[config.mk]
export PLATFORM = sky130hd
export DESIGN_NAME = multicycle_ctrl
export DESIGN_NICKNAME = d
export VERILOG_FILES = /design/src/rtl/multicycle_ctrl.sv
export SDC_FILE = /design/constraint.sdc
export NUM_CORES = 1
export LEC_CHECK = 0
export ABC_AREA = 1
export ABC_CLOCK_PERIOD_IN_PS = 4500
export BUFFER_PORTS_ARGS = -buffer_cell sky130_fd_sc_hd__buf_2
export CAP_MARGIN = 15
export CELL_PAD_IN_SITES_DETAIL_PLACEMENT = 0
export CELL_PAD_IN_SITES_GLOBAL_PLACEMENT = 1
export CORE_ASPECT_RATIO = 1.2
export CORE_MARGIN = 2
export CORE_UTILIZATION = 42
export DETAILED_ROUTE_END_ITERATION = 6
export GPL_ROUTABILITY_DRIVEN = 0
export PLACE_DENSITY = 0.94
export SLEW_MARGIN = 20
export SYNTH_ARGS = -nofsm -noshare
export SYNTH_HDL_FRONTEND = slang
export SYNTH_SLANG_ARGS = --single-unit
[constraint.sdc]
create_clock -name clk -period 4.5 [get_ports clk]
set_input_delay 0.45 -clock clk [delete_from_list [all_inputs] [get_ports clk]]
set_output_delay 0.45 -clock clk [all_outputs]
set_load 0.01 [all_outputs]
[src/rtl/multicycle_ctrl.sv]
// multicycle_ctrl: fetch/decode/exec/mem/writeback control FSM for a multicycle core,
// with retired-instruction counting and a memory-ack timeout that drops into a sticky fault.
module multicycle_ctrl #(
  parameter int DATA_WIDTH  = 32,
  parameter int MEM_TIMEOUT = 15
) (
  input  logic                  clk,
  input  logic                  rst_n,
  input  logic [10:0]           dec_flags,
  input  logic                  branch_taken,
  input  logic                  imem_ack,
  input  logic                  dmem_ack,
  output logic                  imem_req,
  output logic                  ir_we,
  output logic                  dmem_req,
  output logic                  dmem_we,
  output logic                  pc_we,
  output logic [1:0]            pc_sel,
  output logic                  reg_we,
  output logic [1:0]            wb_sel,
  output logic                  halt,
  output logic                  fault,
  output logic [2:0]            state,
  output logic [DATA_WIDTH-1:0] instret
);
  typedef enum logic [2:0] {
    FETCH  = 3'd0,
    DECODE = 3'd1,
    EXEC   = 3'd2,
    MEM    = 3'd3,
    WB     = 3'd4,
    HALT   = 3'd5,
    FAULT  = 3'd6
  } state_t;
  state_t     cur, nxt;
  logic [7:0] wait_cnt;
  logic       retire, timeout, legal;
  logic       is_system, is_store, is_load, is_lui, is_jalr, is_jal, reg_write;
  assign is_system = dec_flags[10];
  assign is_store  = dec_flags[9];
  assign is_load   = dec_flags[8];
  assign is_lui    = dec_flags[5];
  assign is_jalr   = dec_flags[3];
  assign is_jal    = dec_flags[2];
  assign reg_write = dec_flags[1];
  assign legal     = |dec_flags[10:2] || dec_flags[0];
  assign timeout   = wait_cnt == 8'(MEM_TIMEOUT);
  assign state     = cur;
  assign halt      = cur == HALT;
  assign fault     = cur == FAULT;
  // Reset forces FETCH asynchronously, so only the FETCH strobes need gating by rst_n.
  always_comb begin
    nxt      = cur;
    imem_req = 1'b0;
    ir_we    = 1'b0;
    dmem_req = 1'b0;
    dmem_we  = 1'b0;
    pc_we    = 1'b0;
    pc_sel   = 2'd0;
    reg_we   = 1'b0;
    wb_sel   = 2'd0;
    retire   = 1'b0;
    case (cur)
      FETCH: begin
        imem_req = rst_n;
        ir_we    = rst_n & imem_ack;
        nxt      = imem_ack ? DECODE : timeout ? FAULT : FETCH;
      end
      DECODE: nxt = is_system ? HALT : legal ? EXEC : FAULT;
      EXEC: begin
        nxt    = (is_load || is_store) ? MEM : reg_write ? WB : FETCH;
        pc_we  = !(is_load || is_store || reg_write);
        pc_sel = (pc_we && branch_taken) ? 2'd1 : 2'd0;
        retire = pc_we;
      end
      MEM: begin
        dmem_req = 1'b1;
        dmem_we  = is_store;
        nxt      = dmem_ack ? (is_store ? FETCH : WB) : timeout ? FAULT : MEM;
        pc_we    = dmem_ack && is_store;
        retire   = pc_we;
      end
      WB: begin
        reg_we = 1'b1;
        wb_sel = is_load ? 2'd1 : (is_jal || is_jalr) ? 2'd2 : is_lui ? 2'd3 : 2'd0;
        pc_we  = 1'b1;
        pc_sel = is_jal ? 2'd1 : is_jalr ? 2'd2 : 2'd0;
        retire = 1'b1;
        nxt    = FETCH;
      end
      HALT:    nxt = HALT;
      FAULT:   nxt = FAULT;
      default: nxt = FAULT;
    endcase
  end
  always_ff @(posedge clk or negedge rst_n) begin
    if (!rst_n) begin
      cur      <= FETCH;
      wait_cnt <= '0;
      instret  <= '0;
    end else begin
      cur      <= nxt;
      wait_cnt <= (nxt != cur) ? '0 : (cur == FETCH || cur == MEM) ? wait_cnt + 8'd1 : wait_cnt;
      if (retire) instret <= instret + DATA_WIDTH'(1);
    end
  end
endmodule
Word level (Yosys, flattened, before mapping)
Index checks and enable logic that the tools add are counted.
Word-level totals
  flip-flop bits (word level): 43
  logic and storage cells: 51
  input port bits: 16
  output and inout bits: 47
Cells by class
  bitwise gates (word level): 1
  reduce and logical (&&, ||, !) cells: 11
  add/subtract/negate cells: 2
  multiplexer cells: 26
  equality and inequality tests: 8
Operators by type and width (number)
  32-bit by 1-bit adder with 32-bit output (second input constant): 1
  3-bit two-way mux: 9
  3-bit one-hot mux with 6 select lines: 1
  8-bit two-way mux: 2
  2-bit two-way mux: 6
  3-bit == test (second input constant): 3
  9-bit OR reduction: 1
  8-bit by 1-bit adder with 8-bit output (second input constant): 1
  8-bit by 4-bit == test with 1-bit output (second input constant): 1
  3-bit by 2-bit == test with 1-bit output (second input constant): 2
  1-bit two-way mux: 6
  1-bit logical OR: 5
  2-bit one-hot mux with 2 select lines: 1
  3-bit by 1-bit == test with 1-bit output (second input constant): 1
  3-bit zero test: 1
  3-bit != test: 1
  1-bit one-hot mux with 3 select lines: 1
  1-bit logical AND: 2
  2-bit nonzero test: 1
  1-bit bitwise AND: 1
  1-bit zero test: 1

Longest topological paths before layout
Gate-level depths: netlist of run 1.
  depth in word-level cells: 7
  mapped depth: 12
  mapped depth without buffers: 12

Worst setup path before layout of run 1
Ideal clock, no wire load.
  path type: flip-flop to output port
  start point: register cur[2], in the netlist state[2]
  end point: output port pc_we
  arrival: 1.348 ns
  stages on the path, launching flop included: 8
  path slack: 2.702 ns
  required time: 4.050 ns
  buffers on the path: 2
  path through: dfrtp_1 > inv_2 > nand3_2 > nor2_2 > nand2_1 > nand3_4 > buf_6 > buf_6
On the way
  longest elaborated chain between the ends: 2
  elaborated cells on any way between the ends: 4
  classes of those cells: 3 x eq/ne; 1 x mux
Ends and longest elaborated chain
  start: declaration: line 35  | state_t cur, nxt;
  start signal: assignment: line 102  | cur <= nxt;
  3-bit == test or 3-bit by 2-bit == test with 1-bit output (tied branches): line 63  | case (cur)
  1-bit one-hot mux with 3 select lines *: line 63
  end: declaration: line 17  | output logic pc_we,
Mark *: on every way between the ends. The rest lies on a longest branch, timed or not.

Worst setup path after layout of run 1
  start point: register cur[0], in the netlist state[0]
  end point: output port pc_we
The elaborated chain is that of the path after synthesis.

==> flow_summary.ini, run 1 <==
[detailed_routing]
ant_nets = 0
num_vias = 2589
drtIter0Drc = 111
firstDrtPassIters = 4
wl_per_cell_um = 12.3
drc_errors = 0
via_per_inst = 4.81
postRouteWirelength_um = 6600

[place]
numPlacedInstances = 530
dp_hpwl_um = 5120
portBuffers = 62

[clock_network]
clock_latency_ns = 0.30
ctsHoldBuffers = 0
cts_root_buffer = clkbuf_8
postCtsSetupRepairBufs = 0
cts_tree = built
cts-buffers-inserted = 5
max-clock-path-buffers = 2
ctsResizeCount = 0
numClockSinks = 43
clk_pin_slew_ns = 0.08
htreeDepth = 2

[cells_and_area]
multi_input_area_mm2 = 0.00148
layout_common_cells = 116 x nand2_1, 62 x buf_2, 58 x nor2_1, 43 x dfrtp_1, 41 x inv_1
layout.area.seq_mm2 = 0.00108
fin_nets = 470
utilization_pct = 51.2
drive_gt1_share_pct = 20.8
synthToLayoutAreaGrowth_pct = 17.9
final_common_cell = nand2_1
antennaDiodeCount = 0
final_cell_count_no_fill = 538
fill_cells = 660

[timing]
final-hold-violation-count = 0
finalSetupViolations = 0
setup-tns-final_ns = 0
skew_ns = 0.00844
rsz0062_at_grt = false
worst_slew_pin_slew_ns = 0.555
max_freq_mhz = 432
slew_viol_final = 0
slew_headroom_pct = 63.0
min_period_over_period_pct = 51.5
finalWorstPathRequiredPeriod_ns = 2.32

[setup_path]
critPathCapture = pc_we
cp_data_required_time_ns = 4.05
crit_path_top_delay_cell = dfrtp_1
crit_start = state[0]$_DFF_PN0_
cp_max_fo = 32
cpPeakStageDelay_ns = 0.57
r2r-end = instret[5]$_DFFE_PN0P_
critPathLaunchType = register
path_cells = nor2_1 > nand2_1 > nand3_4 > buf_2
crit_cells = 4
path_class = register to output pin
arrival_ns = 1.87
r2r_cells = 6
crit_buf_inv = 1
crit_family = simple AND/OR/NAND/NOR gates
r2r_setup_slack_ns = 2.50
crit_path_end_kind = output pin
reg2reg_from = state[0]$_DFF_PN0_

[die]
dieArea_mm2 = 0.00730
ios = 63
die_w_um = 78.3
start_util_pct = 43.4
core_mm2 = 0.00641
num_rows = 32
die_h_um = 93.2

[synthesis]
ys_ff_latch = 43
netlist.area_leader.share_pct = 38.7
synth_area_leaders = dfrtp_1 39%, nand2_1 16%, nor2_1 7.8%
yosysWarnings = 0
synth_cells = 387
syn_area_per_cell_um2 = 7.19
netlist_area_mm2 = 0.00278
ys_types = 27
syn-num-nets = 405
ys_seq_area_share_pct = 38.7
synth_largest_area_cell = dfrtp_1

[global_routing]
grt_start_max_net_pins = 45
antenna_found_initial = 0
gr-total-overflow = 0
grt_first_pass_wirelength_um = 11400
grt.total_usage_pct = 19.4
grt_pass1_vias = 2539

[power_and_ir_drop]
leakage_uw = 0.00163
finalPower_uw = 777
power_density_mw_per_mm2 = 237
peakVddDrop_v = 0.000173

[outcome]
outcome = finished, final reports clean

[min_path]
timing.hold.worst.class = input port to async pin

[flow_run]
cap_violations = 0
## registers in the layout, indices dropped and copies added (netlist names)
register,cells
instret,32
state,3
wait_cnt,8
## worst min path at each step
| stage | end | slack [ns] | cells past startpoint |
|---|---|---|---|
| floorplan | instret[0]$_DFFE_PN0P_ | 0.15 | 0 |
| global placement | instret[6]$_DFFE_PN0P_ | 0.50 | 1 |
| detailed placement | instret[6]$_DFFE_PN0P_ | 0.50 | 1 |
| CTS | instret[18]$_DFFE_PN0P_ | 0.23 | 2 |
| global route | instret[11]$_DFFE_PN0P_ | 0.29 | 2 |
| finish | instret[13]$_DFFE_PN0P_ | 0.21 | 2 |
## cells by family after synthesis
group | after synthesis | share of synthesized area, %
compound gates | 18 | 3.42
xor+xnor | 33 | 10.4
fa+ha+maj | 2 | 0.899
buf+inv | 50 | 8.18
flops | 43 | 38.7
simple gates | 241 | 38.4
## per-layer routing
| layer | global-route usage [%] | routed length (um) |
|---|---|---|
| met2 | 34.0 | 3270 |
| met1 | 23.7 | 2830 |
| met5 | 0 | 0 |
| met4 | 5.56 | 80 |
| met3 | 4.83 | 423 |
## synthesized netlist by cell type
cell and instances:
o21ai_1 10, o21ai_0 5, nor3_1 19, nor2_2 4
nand3_4 1, clkbuf_8 1, or2_2 1, xnor2_1 13
a21boi_0 1, ha_1 2, nor2_1 58, a21oi_1 1
nand2_2 7, nand3_1 18, nor2_4 3, inv_2 4
dfrtp_1 43, nand2_1 116, buf_6 4, nand3b_1 1
inv_1 41, xor2_1 20, o21a_1 1, nand3_2 1
nand4_1 9, nand2_4 1, nor3_2 2
## layout make-up
| type | instances | area share (%) |
|---|---|---|
| well taps | 85 | 3.24 |
| flip-flops and latches | 43 | 32.8 |
| clock buffers | 6 | 2.21 |
| inverters | 45 | 5.15 |
| clock inverters | 2 | 1.83 |
| multi-input cells | 294 | 45.1 |
| repair buffers | 63 | 9.69 |
## stage by stage
step                hold slack [ns]  setup slack, ns  instance area, um^2
finish                        0.214             2.18                 3280
global route                  0.289             2.05                 3280
CTS                           0.233             2.18                 3280
detailed placement            0.502             2.52                 3150
global placement              0.505             2.55                 3150
floorplan                     0.154             2.70                 2780
## report_power, final
group / internal (uW) / switching, uW
Clock: 222 / 135
Combinational: 10.2 / 16.6
Sequential: 390 / 4.07
Total: 622 / 155
## worst register-to-register path, stage by stage, from the launching register on
cell,delay [ns]
dfrtp_1,0.57
nor2_1,0.12
nand2_1,0.22
nand3_4,0.37
inv_2,0.37
nor2_1,0.09
xor2_1,0.15
Power figures use the tool's default switching activity.
==> inputs of run 2 (changes only) <==
ABC_CLOCK_PERIOD_IN_PS = 2300   (was 4500)
CORE_UTILIZATION = 39   (was 42)
PLACE_DENSITY = 0.89   (was 0.94)
clock period = 2.3 ns   (was 4.5 ns; I/O delays follow)
==> run 2 against run 1 <==
Against the previous run: total power increased by 84%; first-iteration DRC count increased by 23%; count of clock-buffer cells in the layout decreased by 1; flip-flop and latch count unchanged; sequential share of layout area increased by 0.10 points; highest routed layer unchanged; final area decreased by 0.31%; final cell count increased by 0.56%; register-to-register slack got worse by 2.1 ns.
==> flow_summary.ini, run 2 (same netlist as run 1, synthesis figures left out) <==
[clock_network]
postCtsSetupRepairBufs = 0
cts_tree = built
cts_root_buffer = clkbuf_8
ctsResizeCount = 0
clk_pin_slew_ns = 0.09
cts-buffers-inserted = 5
clock_latency_ns = 0.30
max-clock-path-buffers = 2
numClockSinks = 43
htreeDepth = 2
ctsHoldBuffers = 0

[setup_path]
crit_path_end_kind = output pin
arrival_ns = 1.76
crit_path_top_delay_cell = dfrtp_1
r2r_setup_slack_ns = 0.45
r2r-end = instret[30]$_DFFE_PN0P_
reg2reg_from = instret[0]$_DFFE_PN0P_
path_cells = nor2_1 > nand2_1 > nand3_4 > buf_2
r2r_cells = 8
critPathLaunchType = register
cp_data_required_time_ns = 2.07
cpPeakStageDelay_ns = 0.56
cp_max_fo = 24
path_class = register to output pin

[detailed_routing]
num_vias = 2635
drtIter0Drc = 136
firstDrtPassIters = 4
postRouteWirelength_um = 7200
via_per_inst = 4.87
wl_per_cell_um = 13.3
drc_errors = 0
ant_nets = 0

[global_routing]
grt_start_max_net_pins = 44
met1_usage_pct = 23.4
met3_usage_pct = 4.28
grtUsageMet2_pct = 36.2
antenna_found_initial = 0
gr-total-overflow = 0
grt.total_usage_pct = 19.9
grt_pass1_vias = 2534
grt_first_pass_wirelength_um = 12000
busiest_layer = met2

[timing]
finalSetupViolations = 0
max_freq_mhz = 502
worst_slew_pin_slew_ns = 0.558
rsz0062_at_grt = false
skew_ns = 0.00566
slew_viol_final = 0
finalWorstPathRequiredPeriod_ns = 1.99
slew_headroom_pct = 62.8
final-hold-violation-count = 0
setup-tns-final_ns = 0
min_period_over_period_pct = 86.6

[cells_and_area]
drive_gt1_share_pct = 21.1
synthToLayoutAreaGrowth_pct = 17.5
final_cell_count_no_fill = 541
utilization_pct = 47.7
top_register = instret
final_common_cell = nand2_1
fill_cells = 744
layout_common_cells = 116 x nand2_1, 62 x buf_2, 58 x nor2_1, 43 x dfrtp_1, 41 x inv_1
fin_nets = 471
largest_reg_flops = 32
antennaDiodeCount = 0

[place]
portBuffers = 62
dp_hpwl_um = 5590
numPlacedInstances = 533

[die]
die_w_um = 81.1
core_mm2 = 0.00685
num_rows = 33
dieArea_mm2 = 0.00783
start_util_pct = 40.6
die_h_um = 96.5
ios = 63

[outcome]
outcome = finished, final reports clean

[power_and_ir_drop]
peakVddDrop_v = 0.000220
power_density_mw_per_mm2 = 437
leakage_uw = 0.00162

[min_path]
timing.hold.worst.class = input port to async pin

[flow_run]
cap_violations = 0
[run 2: critical path, delay by kind of cell, from the launching register on]
| family | cells | cell delay [ns] |
|---|---|---|
| AND/OR/NAND/NOR | 3 | 0.64 |
| flip-flops | 1 | 0.56 |
| buffers and inverters | 1 | 0.26 |
[run 2: power breakdown]
group	switching (uW)	total (uW)	leakage, uW	internal (uW)
registers	7.98	770	0.000530	762
logic	34.4	54.4	0.00104	20.0
clock network	281	605	0.0000581	324
total	324	1430	0.00162	1110
[run 2: per-stage QoR]
| stage | setup slack, ns | hold slack, ns | total power, uW | instance area [um^2] |
|---|---|---|---|---|
| after floorplan | 0.649 | -0.0656 | 804 | 2780 |
| after global placement | 0.538 | 0.396 | 840 | 3160 |
| after detailed placement | 0.478 | 0.388 | 841 | 3160 |
| after CTS | 0.297 | 0.0621 | 1440 | 3270 |
| after global routing | 0.199 | 0.0935 | 1490 | 3270 |
| final | 0.309 | 0.0403 | 1430 | 3270 |
[run 2: worst max-delay path by stage]
stage | startpoint | to | slack, ns | depth (start not counted)
after floorplan | instret[0]$_DFFE_PN0P_ | instret[30]$_DFFE_PN0P_ | 0.65 | 8
after CTS | state[0]$_DFF_PN0_ | pc_we | 0.30 | 4
after detailed placement | state[0]$_DFF_PN0_ | instret[5]$_DFFE_PN0P_ | 0.48 | 6
final | state[0]$_DFF_PN0_ | pc_we | 0.31 | 4
after global routing | state[0]$_DFF_PN0_ | pc_we | 0.20 | 4
after global placement | instret[0]$_DFFE_PN0P_ | instret[30]$_DFFE_PN0P_ | 0.54 | 8
[run 2: layout make-up]
type | instances | area, um^2 | area share, %
timing repair buffer | 64 | 325 | 9.95
tap | 87 | 109 | 3.33
clock buffer | 5 | 68.8 | 2.10
clock inverter | 3 | 43.8 | 1.34
inverter | 45 | 169 | 5.16
sequential | 43 | 1080 | 32.9
multi-input combinational | 294 | 1480 | 45.2
[run 2: metal layers]
| metal | share of wire, % | up-vias |
|---|---|---|
| met5 | 0 | - |
| met2 | 52 | 80 |
| met3 | 5.9 | 8 |
| met4 | 1.2 | 0 |
| li1 | - | 1338 |
| met1 | 41 | 1209 |
==> inputs of run 3 (changes only) <==
CORE_ASPECT_RATIO = 0.75   (was 1.2)
SKIP_CTS_REPAIR_TIMING = 1   (was not set)
==> run 3 against run 2 <==
Against the previous run: sequential power is essentially flat; hold slack lost 0.023 ns; flip-flop and latch count is the same.
==> flow_summary.ini, run 3 (same netlist as run 1, synthesis figures left out) <==
[cells_and_area]
layout_common_cells = 116 x nand2_1, 62 x buf_2, 58 x nor2_1, 43 x dfrtp_1, 41 x inv_1
fin_nets = 470
fill_cells = 701
synthToLayoutAreaGrowth_pct = 17.0
multi_input_area_mm2 = 0.00148
final_common_cell = nand2_1
top_register = instret
antennaDiodeCount = 0
drive_gt1_share_pct = 21.0
layout.area.seq_mm2 = 0.00108
largest_reg_flops = 32

[timing]
rsz0062_at_grt = false
worst_slew_pin_slew_ns = 0.565
finalSetupViolations = 0
skew_ns = 0.00929
min_period_over_period_pct = 90.6
slew_headroom_pct = 62.3
setup-tns-final_ns = 0
final-hold-violation-count = 0
finalWorstPathRequiredPeriod_ns = 2.08
slew_viol_final = 0
whs_ns = 0.0172
max_freq_mhz = 480

[clock_network]
max-clock-path-buffers = 2
clock_latency_ns = 0.30
cts_root_buffer = clkbuf_8
numClockSinks = 43
clk_pin_slew_ns = 0.10
cts-buffers-inserted = 5
htreeDepth = 2
cts_tree = built

[global_routing]
grt.total_usage_pct = 19.6
grt_first_pass_wirelength_um = 12200
grt_start_max_net_pins = 44
gr-total-overflow = 0
antenna_found_initial = 0
grt_pass1_vias = 2420

[die]
ios = 63
core_mm2 = 0.00686
start_util_pct = 40.5
num_rows = 26
die_h_um = 77.2
dieArea_mm2 = 0.00783
die_w_um = 102

[setup_path]
cp_data_required_time_ns = 2.07
crit_path_end_kind = output pin
cpPeakStageDelay_ns = 0.57
arrival_ns = 1.85
path_class = register to output pin
crit_path_top_delay_cell = dfrtp_1
cp_max_fo = 32
critPathLaunchType = register
path_cells = nor2_1 > nand2_1 > nand3_4 > buf_2

[detailed_routing]
via_per_inst = 4.72
drtIter0Drc = 239
ant_nets = 0
num_vias = 2602
firstDrtPassIters = 5
wl_per_cell_um = 13.4
postRouteWirelength_um = 7360
drc_errors = 0

[place]
dp_hpwl_um = 5730
portBuffers = 62

[min_path]
timing.hold.worst.class = input port to async pin

[outcome]
outcome = finished, final reports clean

[power_and_ir_drop]
peakVddDrop_v = 0.000227
power_density_mw_per_mm2 = 411
finalPower_uw = 1340
leakage_uw = 0.00160

[flow_run]
cap_violations = 0
-- run 3: cell count changes in the layout (fill, tap and decap cells not counted), sizes merged --
cell | previous run | this run
buf | 64 | 63
clkinvlp | 0 | 2
clkinv | 2 | 0
inv | 45 | 46
bufinv | 1 | 0
-- run 3: worst paths after layout --
kind                                   startpoint  slack, ns  cells past startpoint                      end
min reg2reg                instret[9]$_DFFE_PN0P_       0.52                      1   instret[9]$_DFFE_PN0P_
max reg2reg                instret[0]$_DFFE_PN0P_       0.30                      8  instret[30]$_DFFE_PN0P_
min                                         rst_n       0.02                      2  instret[11]$_DFFE_PN0P_
max in group asynchronous                   rst_n       1.90                      2  instret[31]$_DFFE_PN0P_
min in group clk                         imem_ack       0.29                      4       state[1]$_DFF_PN0_
max                            state[0]$_DFF_PN0_       0.22                      4                    pc_we
-- run 3: per-layer routing --
| layer | part of all wire [%] | GRT usage, % |
|---|---|---|
| met1 | 51 | 31.2 |
| met2 | 42 | 27.6 |
| met5 | 0 | 0 |
| met4 | 0.57 | 3.24 |
| met3 | 6.7 | 3.74 |
-- run 3: worst max-delay path, delay by kind of cell (launching register included) --
kind | cells | cell delay (ns)
and+or+nand+nor | 3 | 0.71
DFF | 1 | 0.57
buffers and inverters | 1 | 0.28
-- run 3: report_power, final --
part	switching, uW	leakage [uW]	internal [uW]	total, uW
clock	296	0.0000408	218	514
sequential	8.66	0.000530	762	771
combinational	34.6	0.00103	20.0	54.6
total	339	0.00160	1000	1340
-- run 3: stage by stage --
stage	area, um^2	util [%]	cells	worst slack, ns
final	3260	47.4	551	0.217
after global routing	3260	47.4	551	0.108
after CTS	3260	47.4	551	0.204
after floorplan	2780	-	387	0.649
after detailed placement	3160	46.1	543	0.379
after global placement	3160	46.1	543	0.442
-- run 3: final cells by class --
class,count,share of cell area [%]
multi-input combinational,294,45.4
sequential,43,33.0
timing repair buffer,63,9.76
inverter,45,5.19
tap,98,3.76
clock buffer,5,2.11
clock inverter,3,0.730
